<file path="src/rtl/pc_sequencer.sv">
// Purpose : instruction-phase sequencer driving the PC input mux (MPC/pc_we) and
//           the memory-request handshake for every PC-, vector- or SP-addressed read.
// Latency : combinational outputs from state; reset release to first ir_ld = 2 cycles,
//           one-word instruction = 3 cycles, taken jump = 2 cycles, +1 per extension word.
// Backpressure: each mem_req holds with stable addr_sel until mem_rdy; the state only
//           advances on that edge, so each transfer produces exactly one strobe.
//
// Optional feature macro: PC_SEQ_IRQ_EN (interrupt vectoring through IRQ_VEC).
//
// Ports:
//   clk, rst           clock; synchronous active-high reset
//   mem_rdy            memory data valid, completes the current mem_req
//   dec_valid          decoder outputs valid (sampled in DECODE only)
//   dec_ext            extension word count (3 saturates to 2)
//   dec_jump           jump-format instruction
//   jump_taken         jump condition, sampled with dec_valid
//   dec_pc_dst         instruction reloads PC from memory at SP (RET, MOV @SP+,PC)
//   exec_done          execute unit finished (sampled in EXEC only)
//   irq                maskable interrupt pending (used only with PC_SEQ_IRQ_EN)
//   MPC                PC mux select: 0 hold, 1 next_PC, 2 CALC_OUT, 4 MDB_out
//   pc_we              PC register load strobe
//   mem_req            memory read request
//   addr_sel           address source: 0 PC, 1 reset vector, 2 IRQ vector, 3 SP
//   ir_ld, ext_ld      instruction / extension-word register load strobes
//   irq_ack            one-cycle pulse when an interrupt is accepted

module pc_sequencer #(
  parameter logic [1:0] RST_VEC_ADDR_SEL = 2'd1
) (
  input  logic       clk,
  input  logic       rst,
  input  logic       mem_rdy,
  input  logic       dec_valid,
  input  logic [1:0] dec_ext,
  input  logic       dec_jump,
  input  logic       jump_taken,
  input  logic       dec_pc_dst,
  input  logic       exec_done,
  input  logic       irq,
  output logic [2:0] MPC,
  output logic       pc_we,
  output logic       mem_req,
  output logic [1:0] addr_sel,
  output logic       ir_ld,
  output logic       ext_ld,
  output logic       irq_ack
);

  typedef enum logic [2:0] {
    S_RST_VEC = 3'd0,
    S_FETCH   = 3'd1,
    S_DECODE  = 3'd2,
    S_EXT     = 3'd3,
    S_EXEC    = 3'd4,
    S_PC_LOAD = 3'd5,
    S_IRQ_VEC = 3'd6
  } state_t;

  localparam logic [2:0] MPC_HOLD = 3'd0;
  localparam logic [2:0] MPC_NEXT = 3'd1;
  localparam logic [2:0] MPC_CALC = 3'd2;
  localparam logic [2:0] MPC_MDB  = 3'd4;

  localparam logic [1:0] ADDR_PC  = 2'd0;
  localparam logic [1:0] ADDR_IRQ = 2'd2;
  localparam logic [1:0] ADDR_SP  = 2'd3;

  state_t     state, state_nxt;
  logic [1:0] ext_cnt, ext_cnt_nxt;
  logic       pc_dst_q, pc_dst_nxt;

  // Interrupt decision used at every instruction boundary.
  logic take_irq;

`ifdef PC_SEQ_IRQ_EN
  assign take_irq = irq;
`else
  // Port kept for a uniform pinout; interrupts are never taken in this build.
  logic unused_irq;
  assign unused_irq = irq;
  assign take_irq   = 1'b0;
`endif

  always_ff @(posedge clk) begin
    if (rst) begin
      state    <= S_RST_VEC;
      ext_cnt  <= 2'd0;
      pc_dst_q <= 1'b0;
    end else begin
      state    <= state_nxt;
      ext_cnt  <= ext_cnt_nxt;
      pc_dst_q <= pc_dst_nxt;
    end
  end

  always_comb begin
    state_nxt   = state;
    ext_cnt_nxt = ext_cnt;
    pc_dst_nxt  = pc_dst_q;
    MPC         = MPC_HOLD;
    pc_we       = 1'b0;
    mem_req     = 1'b0;
    addr_sel    = ADDR_PC;
    ir_ld       = 1'b0;
    ext_ld      = 1'b0;
    irq_ack     = 1'b0;

    // While rst is high every output stays at its default of 0; the state
    // register is overridden by the reset branch, so next-state is moot.
    if (!rst) begin
      case (state)
        S_RST_VEC: begin
          mem_req  = 1'b1;
          addr_sel = RST_VEC_ADDR_SEL;
          if (mem_rdy) begin
            MPC       = MPC_MDB;
            pc_we     = 1'b1;
            state_nxt = S_FETCH;
          end
        end

        S_FETCH: begin
          mem_req  = 1'b1;
          addr_sel = ADDR_PC;
          if (mem_rdy) begin
            ir_ld     = 1'b1;
            MPC       = MPC_NEXT;
            pc_we     = 1'b1;
            state_nxt = S_DECODE;
          end
        end

        S_DECODE: begin
          if (dec_valid) begin
            pc_dst_nxt = dec_pc_dst;
            if (dec_jump) begin
              // Jumps finish here: a taken jump loads the computed target,
              // a not-taken jump leaves PC already pointing past the opcode.
              if (jump_taken) begin
                MPC   = MPC_CALC;
                pc_we = 1'b1;
              end
              state_nxt = take_irq ? S_IRQ_VEC : S_FETCH;
              irq_ack   = take_irq;
            end else if (dec_ext != 2'd0) begin
              ext_cnt_nxt = (dec_ext == 2'd3) ? 2'd2 : dec_ext;
              state_nxt   = S_EXT;
            end else begin
              state_nxt = S_EXEC;
            end
          end
        end

        S_EXT: begin
          mem_req  = 1'b1;
          addr_sel = ADDR_PC;
          if (mem_rdy) begin
            ext_ld = 1'b1;
            MPC    = MPC_NEXT;
            pc_we  = 1'b1;
            // A zero count cannot be reached legally; treat it like the last
            // word so the sequencer can never get stuck here.
            if (ext_cnt <= 2'd1) begin
              ext_cnt_nxt = 2'd0;
              state_nxt   = S_EXEC;
            end else begin
              ext_cnt_nxt = ext_cnt - 2'd1;
            end
          end
        end

        S_EXEC: begin
          if (exec_done) begin
            // A pending PC reload from the stack completes before any
            // interrupt so the return address is not lost.
            if (pc_dst_q) begin
              state_nxt = S_PC_LOAD;
            end else begin
              state_nxt = take_irq ? S_IRQ_VEC : S_FETCH;
              irq_ack   = take_irq;
            end
          end
        end

        S_PC_LOAD: begin
          mem_req  = 1'b1;
          addr_sel = ADDR_SP;
          if (mem_rdy) begin
            MPC       = MPC_MDB;
            pc_we     = 1'b1;
            state_nxt = take_irq ? S_IRQ_VEC : S_FETCH;
            irq_ack   = take_irq;
          end
        end

        S_IRQ_VEC: begin
          mem_req  = 1'b1;
          addr_sel = ADDR_IRQ;
          if (mem_rdy) begin
            MPC       = MPC_MDB;
            pc_we     = 1'b1;
            state_nxt = S_FETCH;
          end
        end

        default: begin
          // Unused encoding: recover through the reset vector.
          state_nxt = S_RST_VEC;
        end
      endcase
    end
  end

endmodule

</file>
<file path="config.mk">
export PLATFORM = sky130hd
export DESIGN_NAME = pc_sequencer
export DESIGN_NICKNAME = d
export VERILOG_FILES = /design/src/rtl/pc_sequencer.sv
export SDC_FILE = /design/constraint.sdc
export NUM_CORES = 1
export LEC_CHECK = 0
export CORE_AREA = 2 2 39 41
export CTS_BUF_LIST = sky130_fd_sc_hd__clkbuf_16
export DETAILED_ROUTE_END_ITERATION = 8
export DIE_AREA = 0 0 41 43
export GPL_TIMING_DRIVEN = 0
export HOLD_SLACK_MARGIN = 0.03
export PLACE_DENSITY = 0.77
export SYNTH_ARGS = -nofsm -noshare
export SYNTH_HDL_FRONTEND = slang
export SYNTH_SLANG_ARGS = --single-unit
</file>
<file path="constraint.sdc">
create_clock -name clk -period 3.26 [get_ports clk]
set_input_delay 0.978 -clock clk [delete_from_list [all_inputs] [get_ports clk]]
set_output_delay 0.978 -clock clk [all_outputs]
set_load 0.01 [all_outputs]
</file>
==> qor.csv, run 1 <==
stage;metric;value;unit
run_status;outcome;complete, no violations;
synthesis;synth_top_cell_by_area;dfxtp_1;
placement;dpl.cell_count;113;
power_and_ir_drop;power_density;447;nW/um^2
die;die_h;43;um
timing;drv_slew;0;
grt;grt_max_degree;11;
timing;period_needed;3.22;ns
die;core_area;1380;um^2
worst_setup_path;path_class;primary input to primary output;
placement;portBuffers;18;
clock_network;cts_tree;yes;
drt;drt-total-wl;1720;um
cells_and_area;finalNetCount;114;
drt;vias;688;
synthesis;synth.distinct_cells;35;
worst_setup_path;path_max_fanout;10;
worst_setup_path;crit_arrival;2.25;ns
placement;hpwl;1150;um
cells_and_area;fin_util;63.2;%
die;io-pin-count;21;
grt;met1_usage;27.3;%
synthesis;synth_top_area_share;21.1;%
timing;fmax;310;MHz
worst_setup_path;required;2.28;ns
cells_and_area;layout_common_cells;clkdlybuf4s50_1, a21oi_1, nor3_1, nand3_1, dfxtp_1;
drt;drt_iter0_markers;29;
grt;grt_usage;22.0;%
grt;grt_pass1_vias;605;
synthesis;ys_seq_area_share;21.1;%
power_and_ir_drop;p_leak;0.372;nW
synthesis;synthCells;79;
clock_network;clk-insertion-delay-late;0.23;ns
power_and_ir_drop;vdd_ir_drop_max;0.000294;V
die;die-area;1760;um^2
grt;grt_remaining_overflow;0;
cells_and_area;antenna_cells;0;
die;die_w;41;um
placement;gp_congestion;0.923;
timing;finalSetupViolations;0;
worst_setup_path;cp-start-kind;primary input;
grt;gr-usage-met2;34.1;%
cells_and_area;synthToLayoutAreaGrowth;54.0;%
timing;fin_tns_setup;0;ns
drt;vias_per_cell;5.88;
timing;fin_crit_sh;98.9;%
synthesis;yosysWarningCount;0;
cells_and_area;fin_cells;117;
synthesis;syn_area;568;um^2
power_and_ir_drop;power.total;0.391;mW
job;maxCapViolations;0;
drt;ant_nets;0;
cells_and_area;drive_gt1_share;17.8;%
drt;route.detailed.drc;0;
synthesis;yosys-top-cells-area;dfxtp_1, a21oi_1, nor3_1;
synthesis;syn_avg_cell_area;7.19;um^2
clock_network;cts_buffer_depth;2;
drt;wl_per_cell;14.7;um
clock_network;root_buffer;clkbuf_16;
grt;use_met3;4.71;%
timing;skew;0.000912;ns
die;initial_utilization;41.0;%
clock_network;htree_levels;1;
clock_network;cts_sinks;6;
synthesis;syn-num-nets;90;
grt;top_usage_layer;met2;
drt;dr.pass1.iters;4;
synthesis;ys_ff_latch;6;
worst_setup_path;endpoint_kind;primary output;
grt;grt_pass1_wl;2660;um
clock_network;path_clk_slew;0.03;ns
clock_network;cts_made_buffers;3;
cells_and_area;num-fill-cells;120;
die;rows;14;
timing;rsz0062_at_grt;false;
hold_path;hold_class;flop to flop;
grt;grt_antenna_before_repair;0;
timing;hold_violations;0;
cells_and_area;layout_commonest_cell;clkdlybuf4s50_1;
## flip-flops by register name, indices dropped and copies added, names as in the netlist
register  cells
ext_cnt       2
pc_dst_q      1
state         3
## path summary, 6_finish.rpt
path | startpoint | endpoint | slack, ns | cells after the start
worst max-delay path | rst | ext_ld | 0.04 | 4
worst min-delay path | pc_dst_q$_SDFFE_PP0P_ | pc_dst_q$_SDFFE_PP0P_ | 0.46 | 2
worst max register to register | state[1]$_SDFFE_PP0P_ | state[2]$_SDFFE_PP0P_ | 1.68 | 4
worst min register to register | pc_dst_q$_SDFFE_PP0P_ | pc_dst_q$_SDFFE_PP0P_ | 0.46 | 2
## Yosys cell counts (all sizes together)
master  n
a211oi  2
a21oi   9
a221oi  1
a311oi  1
a31oi   1
a41oi   1
and2    1
and2b   1
buf     5
clkbuf  1
conb    1
dfxtp   6
inv     3
mux2    1
nand2   7
nand2b  3
nand3   6
nand3b  1
nand4b  1
nor2    2
nor2b   3
nor3    7
nor4    1
o211ai  2
o21ai   5
o221a   1
o22a    1
or3     1
or3b    1
xor2    3
## where the power goes
group | internal [mW] | switching (mW) | total [mW]
combinational | 0.0492 | 0.0532 | 0.102
sequential | 0.0781 | 0.00687 | 0.0849
clock | 0.158 | 0.0453 | 0.203
total | 0.285 | 0.105 | 0.391
## kinds of logic (layout without fill, tap and decap cells)
kind of cell / Yosys count / in the layout / synth area share [%]
simple gates: 35 / 35 / 33.5
compound gates: 24 / 24 / 28.4
buf+inv: 9 / 31 / 9.03
flops: 6 / 6 / 21.1
xor+xnor: 3 / 3 / 4.63
other cells: 1 / 1 / 0.660
mux: 1 / 1 / 2.64
## area by class of cell
class	instances	area [um^2]	area share, %
Buffer	6	50.0	5.72
Clock buffer	3	75.1	8.58
Inverter	3	11.3	1.29
Multi-Input combinational cell	64	412	47.1
Sequential cell	6	120	13.7
Tap cell	16	20.0	2.29
Timing Repair Buffer	19	186	21.3
## critical path, stage by stage
cell and delay (ns):
dlygate4sd2_1 0.31, clkbuf_8 0.20, nor3_1 0.19, clkdlybuf4s50_1 0.56
## repair_timing
| item | 4_1_cts | 5_1_grt |
|---|---|---|
| setup endpoints to repair | 9 | 4 |
| gates cloned | 0 | 0 |
| resized for setup | 12 | 4 |
| setup buffers | 1 | 0 |
| hold buffers | 0 | 0 |
| pin swaps | 0 | 0 |
## through the flow
| stage | cell area [um^2] | worst slack [ns] | hold slack, ns |
|---|---|---|---|
| final | 875 | 0.0367 | 0.457 |
| after global routing | 875 | 0.00152 | 0.493 |
| after CTS | 866 | 0.0000626 | 0.461 |
| after detailed placement | 768 | -0.459 | 0.458 |
| after global placement | 768 | -0.468 | 0.452 |
| after floorplan | 568 | 0.456 | 0.437 |
## routing by layer
layer | part of all wire, % | up-vias
li1 | - | 331
met4 | 1.7 | 0
met3 | 6.2 | 5
met5 | 0 | -
met1 | 42 | 316
met2 | 50 | 36
No activity file was read; power rests on OpenSTA's default activity.
==> inputs of run 2 (changes only) <==
--- a/config.mk
+++ b/config.mk
@@ -15,3 +15,4 @@
 export SYNTH_ARGS = -nofsm -noshare
 export SYNTH_HDL_FRONTEND = slang
 export SYNTH_SLANG_ARGS = --single-unit
+export TNS_END_PERCENT = 10
==> run 2 against run 1 <==
  * Non-clock buffer count unchanged
  * Clock power about the same
  * First-iteration DRC count did not move
  * Critical endpoint unchanged
  * Flip-flop and latch count unchanged
  * Register-to-register slack is essentially flat
  * Sequential share of layout area about the same
==> qor.csv, run 2 (synthesized netlist as in run 1, its figures left out) <==
stage;metric;value;unit
run_status;outcome;complete, no violations;
power_and_ir_drop;power_density;447;nW/um^2
die;core_area;1380;um^2
hold_path;hold_class;flop to flop;
cells_and_area;multi_input_area;412;um^2
timing;finalSetupViolations;0;
worst_setup_path;cp_num_buf_inv;3;
drt;dr.pass1.iters;4;
worst_setup_path;cp-start-kind;primary input;
drt;drt-total-wl;1720;um
die;die_h;43;um
placement;dpl.cell_count;113;
drt;ant_nets;0;
clock_network;htree_levels;1;
timing;skew;0.000912;ns
cells_and_area;top_regs;state (3), ext_cnt (2), pc_dst_q (1);
grt;grt_pass1_vias;605;
drt;drt_iter0_markers;29;
hold_path;min_from;pc_dst_q$_SDFFE_PP0P_;
worst_setup_path;cp_slowest_stage_delay;0.56;ns
timing;hold_violations;0;
clock_network;cts_tree;yes;
drt;route.detailed.drc;0;
timing;rsz0062_at_grt;true;
placement;portBuffers;18;
cells_and_area;largest_reg_flops;3;
drt;vias_per_cell;5.88;
grt;grt_usage;22.0;%
worst_setup_path;worst_r2r_endpoint;state[2]$_SDFFE_PP0P_;
drt;wl_per_cell;14.7;um
clock_network;cts_sinks;6;
drt;vias;688;
clock_network;clk-insertion-delay-late;0.23;ns
cells_and_area;layout_common_cells;clkdlybuf4s50_1, a21oi_1;
power_and_ir_drop;vdd_ir_drop_max;0.000294;V
cells_and_area;num-fill-cells;120;
clock_network;path_clk_slew;0.03;ns
worst_setup_path;reg2reg_depth;4;
grt;grt_remaining_overflow;0;
worst_setup_path;crit_arrival;2.25;ns
timing;period_needed;3.22;ns
timing;fin_crit_sh;98.9;%
worst_setup_path;r2r_slack;1.68;ns
cells_and_area;fin_cells;117;
job;maxCapViolations;0;
timing;fmax;310;MHz
cells_and_area;antenna_cells;0;
placement;gp_congestion;0.923;
cells_and_area;fin_util;63.1;%
worst_setup_path;endpoint_kind;primary output;
cells_and_area;layout_commonest_cell;clkdlybuf4s50_1;
placement;hpwl;1150;um
cells_and_area;drive_gt1_share;17.8;%
cells_and_area;regMostFlops;state;
clock_network;root_buffer;clkbuf_16;
worst_setup_path;cp_cell_sequence;dlygate4sd2_1 > clkbuf_8 > nor3_1 > clkdlybuf4s50_1;
die;initial_utilization;41.0;%
die;die_w;41;um
grt;grt_pass1_wl;2660;um
timing;drv_slew;0;
worst_setup_path;worst_path_max_delay_cell;clkdlybuf4s50_1;
hold_path;hold_depth;2;
cells_and_area;area.sequential;120;um^2
worst_setup_path;path_class;primary input to primary output;
grt;grt_max_degree;11;
die;io-pin-count;21;
grt;grt_antenna_before_repair;0;
die;die-area;1760;um^2
clock_network;cts_made_buffers;3;
timing;hold_ws;0.457;ns
hold_path;hold_end;pc_dst_q$_SDFFE_PP0P_;
worst_setup_path;required;2.28;ns
power_and_ir_drop;p_leak;0.373;nW
cells_and_area;finalNetCount;114;
clock_network;cts_buffer_depth;2;
cells_and_area;synthToLayoutAreaGrowth;53.7;%
worst_setup_path;reg2reg_from;state[1]$_SDFFE_PP0P_;
worst_setup_path;path_max_fanout;10;
worst_setup_path;path_delay_family;buffers and inverters;
die;rows;14;
run 2: cell type report:
cell class | count | area share [%]
Inverter | 3 | 1.29
Clock buffer | 3 | 8.60
Tap cell | 16 | 2.29
Multi-Input combinational cell | 64 | 47.1
Buffer | 6 | 5.73
Timing Repair Buffer | 19 | 21.2
Sequential cell | 6 | 13.8
run 2: how the worst max path moves through the flow:
stage	start	end	slack, ns	depth (start not counted)
detailed placement	dec_valid	pc_we	-0.46	6
floorplan	dec_valid	pc_we	0.46	4
global placement	dec_valid	pc_we	-0.47	6
finish	rst	ext_ld	0.04	4
global route	mem_rdy	MPC[0]	-0.03	4
CTS	mem_rdy	MPC[2]	0.00006	4
run 2: routing by layer:
metal | wire length (um) | vias up | global-route usage [%]
li1 | - | 331 | -
met1 | 718 | 316 | 27.3
met2 | 864 | 36 | 34.1
met3 | 106 | 5 | 4.71
met4 | 30 | 0 | 10.7
met5 | 0 | - | 0
run 2: per-stage QoR:
stage,setup TNS (ns),cell area [um^2],total power [mW],worst slack (ns)
final,0,873,0.390,0.0367
after global routing,-0.0303,873,0.403,-0.0303
after CTS,0,866,0.388,0.0000626
after detailed placement,-2.42,768,0.182,-0.459
after global placement,-2.41,768,0.181,-0.468
after floorplan,0,568,0.143,0.456
run 2: repair_timing:
item / in CTS / in global routing
gates resized for setup: 12 / 3
hold buffers: 0 / 0
endpoints found under the setup margin: 9 / 4
setup buffers: 1 / 0
run 2: power breakdown:
group	internal, mW	switching (mW)
Combinational	0.0491	0.0532
Sequential	0.0781	0.00687
Clock	0.158	0.0453
Total	0.285	0.105
run 2: worst min-delay path: cells and delay by family, from the launching register on:
| family | cells | cell delay [ns] |
|---|---|---|
| DFF | 1 | 0.30 |
| and+or+nand+nor | 1 | 0.05 |
| AOI/OAI and AO/OA | 1 | 0.05 |
==> inputs of run 3 (changes only) <==
==> config.mk (replaced) <==
export PLATFORM = sky130hd
export DESIGN_NAME = pc_sequencer
export DESIGN_NICKNAME = d
export VERILOG_FILES = /design/src/rtl/pc_sequencer.sv
export SDC_FILE = /design/constraint.sdc
export NUM_CORES = 1
export LEC_CHECK = 0
export CORE_MARGIN = 2
export CORE_UTILIZATION = 40
export CTS_BUF_LIST = sky130_fd_sc_hd__clkbuf_16
export DETAILED_ROUTE_END_ITERATION = 8
export GPL_TIMING_DRIVEN = 0
export HOLD_SLACK_MARGIN = 0.03
export PLACE_DENSITY = 0.73
export SYNTH_ARGS = -nofsm -noshare
export SYNTH_HDL_FRONTEND = slang
export SYNTH_SLANG_ARGS = --single-unit
export TNS_END_PERCENT = 1
==> run 3 against run 2 <==
  * Sequential share of layout area rose by 0.099 points
  * Die area is 1.4% lower
  * Fmax grew 1.3%
  * Clock skew rose by 0.00056 ns
  * Hold slack improved by 0.021 ns
  * Non-clock buffer count shrank 1
  * Global-route usage decreased by 2.4 points
  * Clock power decreased by 3%
  * Critical endpoint is now pc_we
==> qor.csv, run 3 (synthesized netlist as in run 1, its figures left out) <==
stage;metric;value;unit
worst_setup_path;path_class;primary input to primary output;
worst_setup_path;crit_start;dec_jump;
clock_network;htree_levels;1;
worst_setup_path;required;2.28;ns
grt;grt_max_degree;11;
power_and_ir_drop;p_leak;0.371;nW
cells_and_area;fin_area;867;um^2
cells_and_area;area.sequential;120;um^2
hold_path;hold_end;pc_dst_q$_SDFFE_PP0P_;
cells_and_area;top_regs;state (3), ext_cnt (2), pc_dst_q (1);
cells_and_area;layout_commonest_cell;clkdlybuf4s50_1;
drt;dr.pass1.iters;4;
die;initial_utilization;43.1;%
clock_network;cts_buffer_depth;2;
cells_and_area;synthToLayoutAreaGrowth;52.6;%
grt;grt_usage;19.6;%
cells_and_area;finalNetCount;113;
job;maxCapViolations;0;
timing;rsz0062_at_grt;false;
power_and_ir_drop;vdd_ir_drop_max;0.000203;V
timing;fin_crit_sh;97.6;%
drt;dr_wl_met3;64;um
timing;setup_ws;0.0774;ns
placement;dpl.cell_count;112;
worst_setup_path;reg2reg_from;state[1]$_SDFFE_PP0P_;
worst_setup_path;path_max_fanout;5;
worst_setup_path;worst_path_max_delay_cell;clkdlybuf4s50_1;
clock_network;postCtsSetupBuffers;0;
timing;skew;0.00148;ns
drt;wl_met1;715;um
die;die-area;1740;um^2
placement;portBuffers;18;
clock_network;root_buffer;clkbuf_16;
worst_setup_path;endpoint_kind;primary output;
die;die_w;41.7;um
worst_setup_path;cp_cell_sequence;clkdlybuf4s50_1 > nand3_1 > nor3_2 > or3_1 > clkdlybuf4s15_2;
timing;drv_slew;0;
drt;route.detailed.drc;0;
worst_setup_path;cp_slowest_stage_delay;0.47;ns
placement;hpwl;1200;um
worst_setup_path;r2r_slack;1.68;ns
worst_setup_path;cp_num_buf_inv;2;
clock_network;cts_made_buffers;3;
drt;highest-signal-layer;met4;
grt;grt_pass1_wl;2510;um
grt;grt_antenna_before_repair;0;
drt;vias_per_cell;5.81;
cells_and_area;num-fill-cells;125;
clock_network;cts_tree;yes;
placement;gp_congestion;0.908;
cells_and_area;multi_input_area;422;um^2
timing;finalSetupViolations;0;
die;rows;13;
clock_network;clk-insertion-delay-late;0.23;ns
worst_setup_path;reg2reg_depth;4;
worst_setup_path;crit_arrival;2.20;ns
timing;period_needed;3.18;ns
drt;met2_length;777;um
hold_path;min_from;pc_dst_q$_SDFFE_PP0P_;
cells_and_area;antenna_cells;0;
drt;drt-total-wl;1600;um
grt;grt_remaining_overflow;0;
hold_path;hold_class;flop to flop;
placement;pre_cts_ws;-0.509;ns
cells_and_area;largest_reg_flops;3;
clock_network;path_clk_slew;0.03;ns
cells_and_area;drive_gt1_share;21.0;%
worst_setup_path;path_delay_family;buffers and inverters;
die;die_h;41.7;um
timing;fmax;314;MHz
worst_setup_path;worst_r2r_endpoint;state[2]$_SDFFE_PP0P_;
drt;drt_iter0_markers;16;
hold_path;hold_depth;2;
run_status;outcome;complete, no violations;
timing;fin_tns_setup;0;ns
grt;grt_pass1_vias;612;
worst_setup_path;cp-start-kind;primary input;
die;core_area;1320;um^2
power_and_ir_drop;power_density;441;nW/um^2
cells_and_area;fin_cells;115;
drt;wl_per_cell;13.9;um
clock_network;cts_sinks;6;
cells_and_area;layout_common_cells;clkdlybuf4s50_1, a21oi_1, nand3_1, dfxtp_1;
cells_and_area;regMostFlops;state;
placement;post_dp_cell_area;767;um^2
timing;hold_violations;0;
die;io-pin-count;21;
drt;vias;668;
drt;ant_nets;0;
==> run 3: changes by cell type in the layout (fill, tap and decap cells not counted), sizes merged <==
cell / previous run / this run
clkdlybuf4s15: 0 / 1
clkbuf: 4 / 5
buf: 6 / 5
dlygate4sd2: 6 / 4
==> run 3: cell type report <==
type	instances	share of cell area, %
inverter	3	1.30
timing repair buffer	18	20.3
buffer	6	5.05
sequential	6	13.9
multi-input combinational	64	48.6
clock buffer	3	8.66
tap	15	2.16
==> run 3: power breakdown <==
group / internal (mW) / switching [mW]
combinational: 0.0479 / 0.0511
sequential: 0.0781 / 0.00770
clock: 0.157 / 0.0402
total: 0.283 / 0.0990
==> run 3: how the worst max path moves through the flow <==
| stage | endpoint | slack, ns | cells after the start |
|---|---|---|---|
| 2_1_floorplan | pc_we | 0.46 | 4 |
| 3_3_place_gp | pc_we | -0.51 | 6 |
| 3_5_place_dp | pc_we | -0.51 | 6 |
| 4_1_cts | MPC[2] | 0.02 | 4 |
| 5_1_grt | pc_we | 0.05 | 5 |
| 6_report | pc_we | 0.08 | 5 |
==> run 3: through the flow <==
stage	hold slack, ns	power [mW]	util (%)
final	0.478	0.382	65.8
after global routing	0.509	0.398	65.8
after CTS	0.478	0.385	65.7
after detailed placement	0.473	0.183	58.2
after global placement	0.452	0.182	58.2
after floorplan	0.437	0.143	-
==> run 3: metal layers <==
layer / track usage, % / vias up
met4: 17.4 / 0
met5: 0 / -
met1: 23.7 / 312
met2: 29.7 / 20
li1: - / 332
met3: 2.61 / 4
==> run 3: what timing repair did <==
item / 4_1_cts / 5_1_grt
hold buffers: 0 / 0
gates resized for setup: 16 / 4
endpoints found under the setup margin: 9 / 4
==> run 3: tightest hold or removal path, stage by stage (launching register included) <==
cell	delay [ns]
dfxtp_1	0.31
nand2_1	0.06
a21oi_1	0.06
